===== src/rtl/input_debouncer.sv =====
// input_debouncer: two-flop synchroniser followed by a four-state stability
// FSM. A raw level change is accepted only after the synchronised input has
// held the new level for DEBOUNCE_CYCLES+1 consecutive samples. The module
// produces the clean level `a`, one-cycle rise/fall strobes and a busy flag.
// Every output is registered and is updated on the same edge as the state.

module input_debouncer #(
    parameter int DEBOUNCE_CYCLES = 4
) (
    input  logic clk,
    input  logic reset,
    input  logic btn_in,
    output logic a,
    output logic rise_pulse,
    output logic fall_pulse,
    output logic busy
);

    // The counter only ever needs to reach N-1. The extra bit keeps the
    // width at least 1 when N is 1.
    localparam int CNT_W = $clog2(DEBOUNCE_CYCLES) + 1;
    localparam logic [CNT_W-1:0] CNT_LAST = CNT_W'(DEBOUNCE_CYCLES - 1);
    localparam logic [CNT_W-1:0] CNT_ZERO = CNT_W'(0);
    localparam logic [CNT_W-1:0] CNT_ONE  = CNT_W'(1);

    localparam logic [1:0] IDLE_LOW  = 2'd0;
    localparam logic [1:0] WAIT_HIGH = 2'd1;
    localparam logic [1:0] IDLE_HIGH = 2'd2;
    localparam logic [1:0] WAIT_LOW  = 2'd3;

    logic             s1_r;
    logic             s2_r;
    logic [1:0]       state_r;
    logic [CNT_W-1:0] cnt_r;
    logic             a_r;
    logic             rise_r;
    logic             fall_r;
    logic             busy_r;

    logic [1:0]       next_state_s;
    logic [CNT_W-1:0] next_cnt_s;
    logic             next_a_s;
    logic             next_rise_s;
    logic             next_fall_s;
    logic             next_busy_s;

    // Two-flop synchroniser. Nothing sits between s1 and s2, and the FSM reads only s2.
    always_ff @(posedge clk or negedge reset) begin
        if (!reset) begin
            s1_r <= 1'b0;
            s2_r <= 1'b0;
        end else begin
            s1_r <= btn_in;
            s2_r <= s1_r;
        end
    end

    // Next state and next counter value for the stability qualifier.
    always_comb begin
        next_state_s = state_r;
        next_cnt_s   = cnt_r;
        case (state_r)
            IDLE_LOW: begin
                if (s2_r) begin
                    next_state_s = WAIT_HIGH;
                    next_cnt_s   = CNT_ZERO;
                end else begin
                    next_state_s = IDLE_LOW;
                end
            end
            WAIT_HIGH: begin
                if (!s2_r) begin
                    next_state_s = IDLE_LOW;
                    next_cnt_s   = CNT_ZERO;
                end else if (cnt_r >= CNT_LAST) begin
                    next_state_s = IDLE_HIGH;
                    next_cnt_s   = CNT_ZERO;
                end else begin
                    next_cnt_s   = cnt_r + CNT_ONE;
                end
            end
            IDLE_HIGH: begin
                if (!s2_r) begin
                    next_state_s = WAIT_LOW;
                    next_cnt_s   = CNT_ZERO;
                end else begin
                    next_state_s = IDLE_HIGH;
                end
            end
            WAIT_LOW: begin
                if (s2_r) begin
                    next_state_s = IDLE_HIGH;
                    next_cnt_s   = CNT_ZERO;
                end else if (cnt_r >= CNT_LAST) begin
                    next_state_s = IDLE_LOW;
                    next_cnt_s   = CNT_ZERO;
                end else begin
                    next_cnt_s   = cnt_r + CNT_ONE;
                end
            end
            default: begin
                // An unreachable encoding recovers to the safe low level.
                next_state_s = IDLE_LOW;
                next_cnt_s   = CNT_ZERO;
            end
        endcase
    end

    // Next output values are decoded from the transition so that they land
    // on the same edge as the state update.
    always_comb begin
        next_a_s    = (next_state_s == IDLE_HIGH) || (next_state_s == WAIT_LOW);
        next_busy_s = (next_state_s == WAIT_HIGH) || (next_state_s == WAIT_LOW);
        next_rise_s = (state_r == WAIT_HIGH) && (next_state_s == IDLE_HIGH);
        next_fall_s = (state_r == WAIT_LOW)  && (next_state_s == IDLE_LOW);
    end

    // State, counter and registered outputs.
    always_ff @(posedge clk or negedge reset) begin
        if (!reset) begin
            state_r <= IDLE_LOW;
            cnt_r   <= CNT_ZERO;
            a_r     <= 1'b0;
            rise_r  <= 1'b0;
            fall_r  <= 1'b0;
            busy_r  <= 1'b0;
        end else begin
            state_r <= next_state_s;
            cnt_r   <= next_cnt_s;
            a_r     <= next_a_s;
            rise_r  <= next_rise_s;
            fall_r  <= next_fall_s;
            busy_r  <= next_busy_s;
        end
    end

    assign a          = a_r;
    assign rise_pulse = rise_r;
    assign fall_pulse = fall_r;
    assign busy       = busy_r;

endmodule


===== config.mk =====
export PLATFORM = sky130hd
export DESIGN_NAME = input_debouncer
export DESIGN_NICKNAME = d
export VERILOG_FILES = /design/src/rtl/input_debouncer.sv
export SDC_FILE = /design/constraint.sdc
export NUM_CORES = 1
export LEC_CHECK = 0
export BUFFER_PORTS_ARGS = -buffer_cell sky130_fd_sc_hd__buf_4
export CORE_AREA = 5 5 42 44
export CTS_BUF_LIST = sky130_fd_sc_hd__clkbuf_8
export DETAILED_ROUTE_END_ITERATION = 8
export DIE_AREA = 0 0 47 49
export PLACE_DENSITY = 0.51
export SLEW_MARGIN = 0
export SYNTH_ARGS = -nofsm -noshare
export SYNTH_HDL_FRONTEND = slang
export SYNTH_SLANG_ARGS = --single-unit

===== constraint.sdc =====
create_clock -name clk -period 3.9 [get_ports clk]
set_input_delay 0.39 -clock clk [delete_from_list [all_inputs] [get_ports clk]]
set_output_delay 0.39 -clock clk [all_outputs]
set_load 0.05 [all_outputs]

==> results.sh <==
export IMPL_leakage_nw=0.254
export IMPL_grt_pass1_vias=280
export IMPL_holdBufCountCts=1
export IMPL_yosys_area_top_type_share_pct=60.4
export IMPL_yosys_warnings=0
export IMPL_wl_per_cell_um=12.0
export IMPL_core_area_sq_um=1400
export IMPL_drc=0
export IMPL_fp_dieArea_sq_um=2300
export IMPL_drv_slew=0
export IMPL_crit_fanout=5
export IMPL_die_x_um=47
export IMPL_wl_um=674
export IMPL_initialDrtViolationCount=3
export IMPL_fillers=157
export IMPL_cap_violations=0
export IMPL_p_total_mw=0.408
export IMPL_yosys_cell_types_count=16
export IMPL_syn_mean_instance_area_sq_um=13.8
export IMPL_ys_ff_latch=10
export IMPL_port_buffers=6
export IMPL_tightest_slew_ns=0.268
export IMPL_cts_setup_buffers=0
export IMPL_required_ns=4.01
export IMPL_syn_inst=30
export IMPL_layout_drive_gt1_share_pct=30.0
export IMPL_seq_area_frac_synth_pct=60.4
export IMPL_clkSinkCount=10
export IMPL_rsz0062_at_grt="false"
export IMPL_gp_congestion=0.643
export IMPL_max_stage_delay_ns=0.42
export IMPL_grt_overflow=0
export IMPL_finalSetupTns_ns=0
export IMPL_min_path_type="input pin to flop"
export IMPL_place_hpwl_um=544
export IMPL_power_density_nw_per_um2=768
export IMPL_timing_hold_ws_ns=0.268
export IMPL_initial_core_util_pct=29.6
export IMPL_cp_arrival_ns=1.83
export IMPL_via_per_inst=4.55
export IMPL_hold_violations=0
export IMPL_preCtsSetupSlack_ns=2.17
export IMPL_htreeDepth=1
export IMPL_area_growth_pct=28.1
export IMPL_antenna_found_initial=0
export IMPL_end_kind="flop"
export IMPL_yosysTopAreaCell="dfrtp_1"
export IMPL_multi_input_area_sq_um=160
export IMPL_worstSkewPairLatency_ns=0.23
export IMPL_antenna_cells=0
export IMPL_cpMostUsedCell="ha_1"
export IMPL_cts_tree="built"
export IMPL_skew_ns=0.00181
export IMPL_slew_limit_headroom_pct=82.1
export IMPL_syn_nets=35
export IMPL_synth_area_sq_um=414
export IMPL_cts_resized_gates=0
export IMPL_clkTransAtPathRegs_ns=0.04
export IMPL_setup_viol=0
export IMPL_grt_max_degree=11
export IMPL_fin_crit_sh_pct=44.1
export IMPL_io_pins=7
export IMPL_min_period_ns=1.72
export IMPL_start_kind="flop"
export IMPL_drtAntennaViolNets=0
export IMPL_cts_inserted_buffers=3
export IMPL_root_buffer="clkbuf_8"
export IMPL_grt_total_usage_pct=7.35
export IMPL_outcome="finished clean"
export IMPL_drtPass1Iterations=4
export IMPL_crit_slowest_cell="dfrtp_1"
export IMPL_path_cells="ha_1 > ha_1 > a211oi_2 > nand2b_4 > mux2_1"
export IMPL_max_freq_ghz=0.582
export IMPL_ctsLongestPathBuffers=2
export IMPL_vias=255
export IMPL_fin_ws_ns=2.18
export IMPL_peakVddDrop_mv=0.296
export IMPL_grt_pass1_wl_mm=1.16
export IMPL_criticalPathCategory="flop to flop"
export IMPL_num_rows=14
export IMPL_ff_latch_area_sq_um=250
export IMPL_synth_area_leaders="dfrtp_1, ha_1, xor2_2, nor3b_1, nand2b_4"
export IMPL_fin_nets=47
export IMPL_die_y_um=49
-- layout make-up --
type	count	area share (%)
Timing Repair Buffer	7	10.4
Multi-Input combinational cell	19	30.2
Sequential cell	10	47.2
Clock buffer	3	7.78
Tap cell	16	3.77
Inverter	1	0.708
-- critical path: cells and delay by family, from the launching register on --
kind            cells  cell delay [ns]
compound gates      1             0.23
fa+ha+maj           2             0.42
flops               1             0.42
mux                 1             0.32
simple gates        1             0.21
-- Yosys cell counts, drive strengths merged --
cell type	count
inv	1
xor2	1
ha	2
a21bo	1
nand4	1
nor3b	2
o2bb2ai	1
nand2b	2
nand3	2
nor2	2
dfrtp	10
a211oi	1
mux2	1
and2	2
o21ai	1
-- flip-flops by register name, indices dropped and copies added (netlist names) --
register / count
busy: 1
cnt_r: 3
fall_pulse: 1
rise_pulse: 1
s1_r: 1
s2_r: 1
state_r: 2
-- layer usage --
layer / global-route usage (%) / part of all wire (%) / up-vias
li1: - / - / 123
met1: 8.03 / 38 / 127
met2: 11.3 / 57 / 5
met3: 3.32 / 5.2 / 0
met4: 4.15 / 0 / 0
met5: 0 / 0 / -
-- path summary, 6_finish.rpt --
| kind | cells past startpoint | slack [ns] | to | start |
|---|---|---|---|---|
| max in group asynchronous | 2 | 3.24 | cnt_r[0] | reset |
| max | 5 | 2.18 | state_r[1] | cnt_r[0] |
| min in group asynchronous | 2 | 0.52 | rise_pulse | reset |
| min | 1 | 0.27 | s1_r | btn_in |
| min reg2reg | 0 | 0.35 | s2_r | s1_r |
| max reg2reg | 5 | 2.18 | state_r[1] | cnt_r[0] |
-- power breakdown --
group / internal [mW] / total (mW) / switching, mW
registers: 0.132 / 0.166 / 0.0339
logic: 0.0586 / 0.140 / 0.0811
clock network: 0.0671 / 0.102 / 0.0346
total: 0.258 / 0.408 / 0.150
-- placed cells by master, fill, tap and decap left out, types with 2 or more instances in the layout --
cell	instances
and2_1	2
buf_4	6
clkbuf_8	3
dfrtp_1	10
ha_1	2
nand3_1	2
nor2_1	2
nor3b_1	2
-- cell families (layout without fill, tap and decap cells) --
group                    count (synthesis)  after routing  share of synthesized area (%)
XOR/XNOR                                 1              1                           3.93
AND/OR/NAND/NOR                         11             11                           17.2
adder cells (fa/ha/maj)                  2              2                           6.04
flip-flops                              10             10                           60.4
multiplexers                             1              1                           2.72
buffers and inverters                    1             11                          0.905
AO/OA/AOI/OAI                            4              4                           8.76
-- through the flow --
step                std cells  area (sq um)  util (%)
floorplan                  30           414         -
global placement           52           479      34.2
detailed placement         52           479      34.2
CTS                        56           531      37.9
global route               56           531      37.9
finish                     56           531      37.9
No activity file was read; power rests on OpenSTA's default activity.
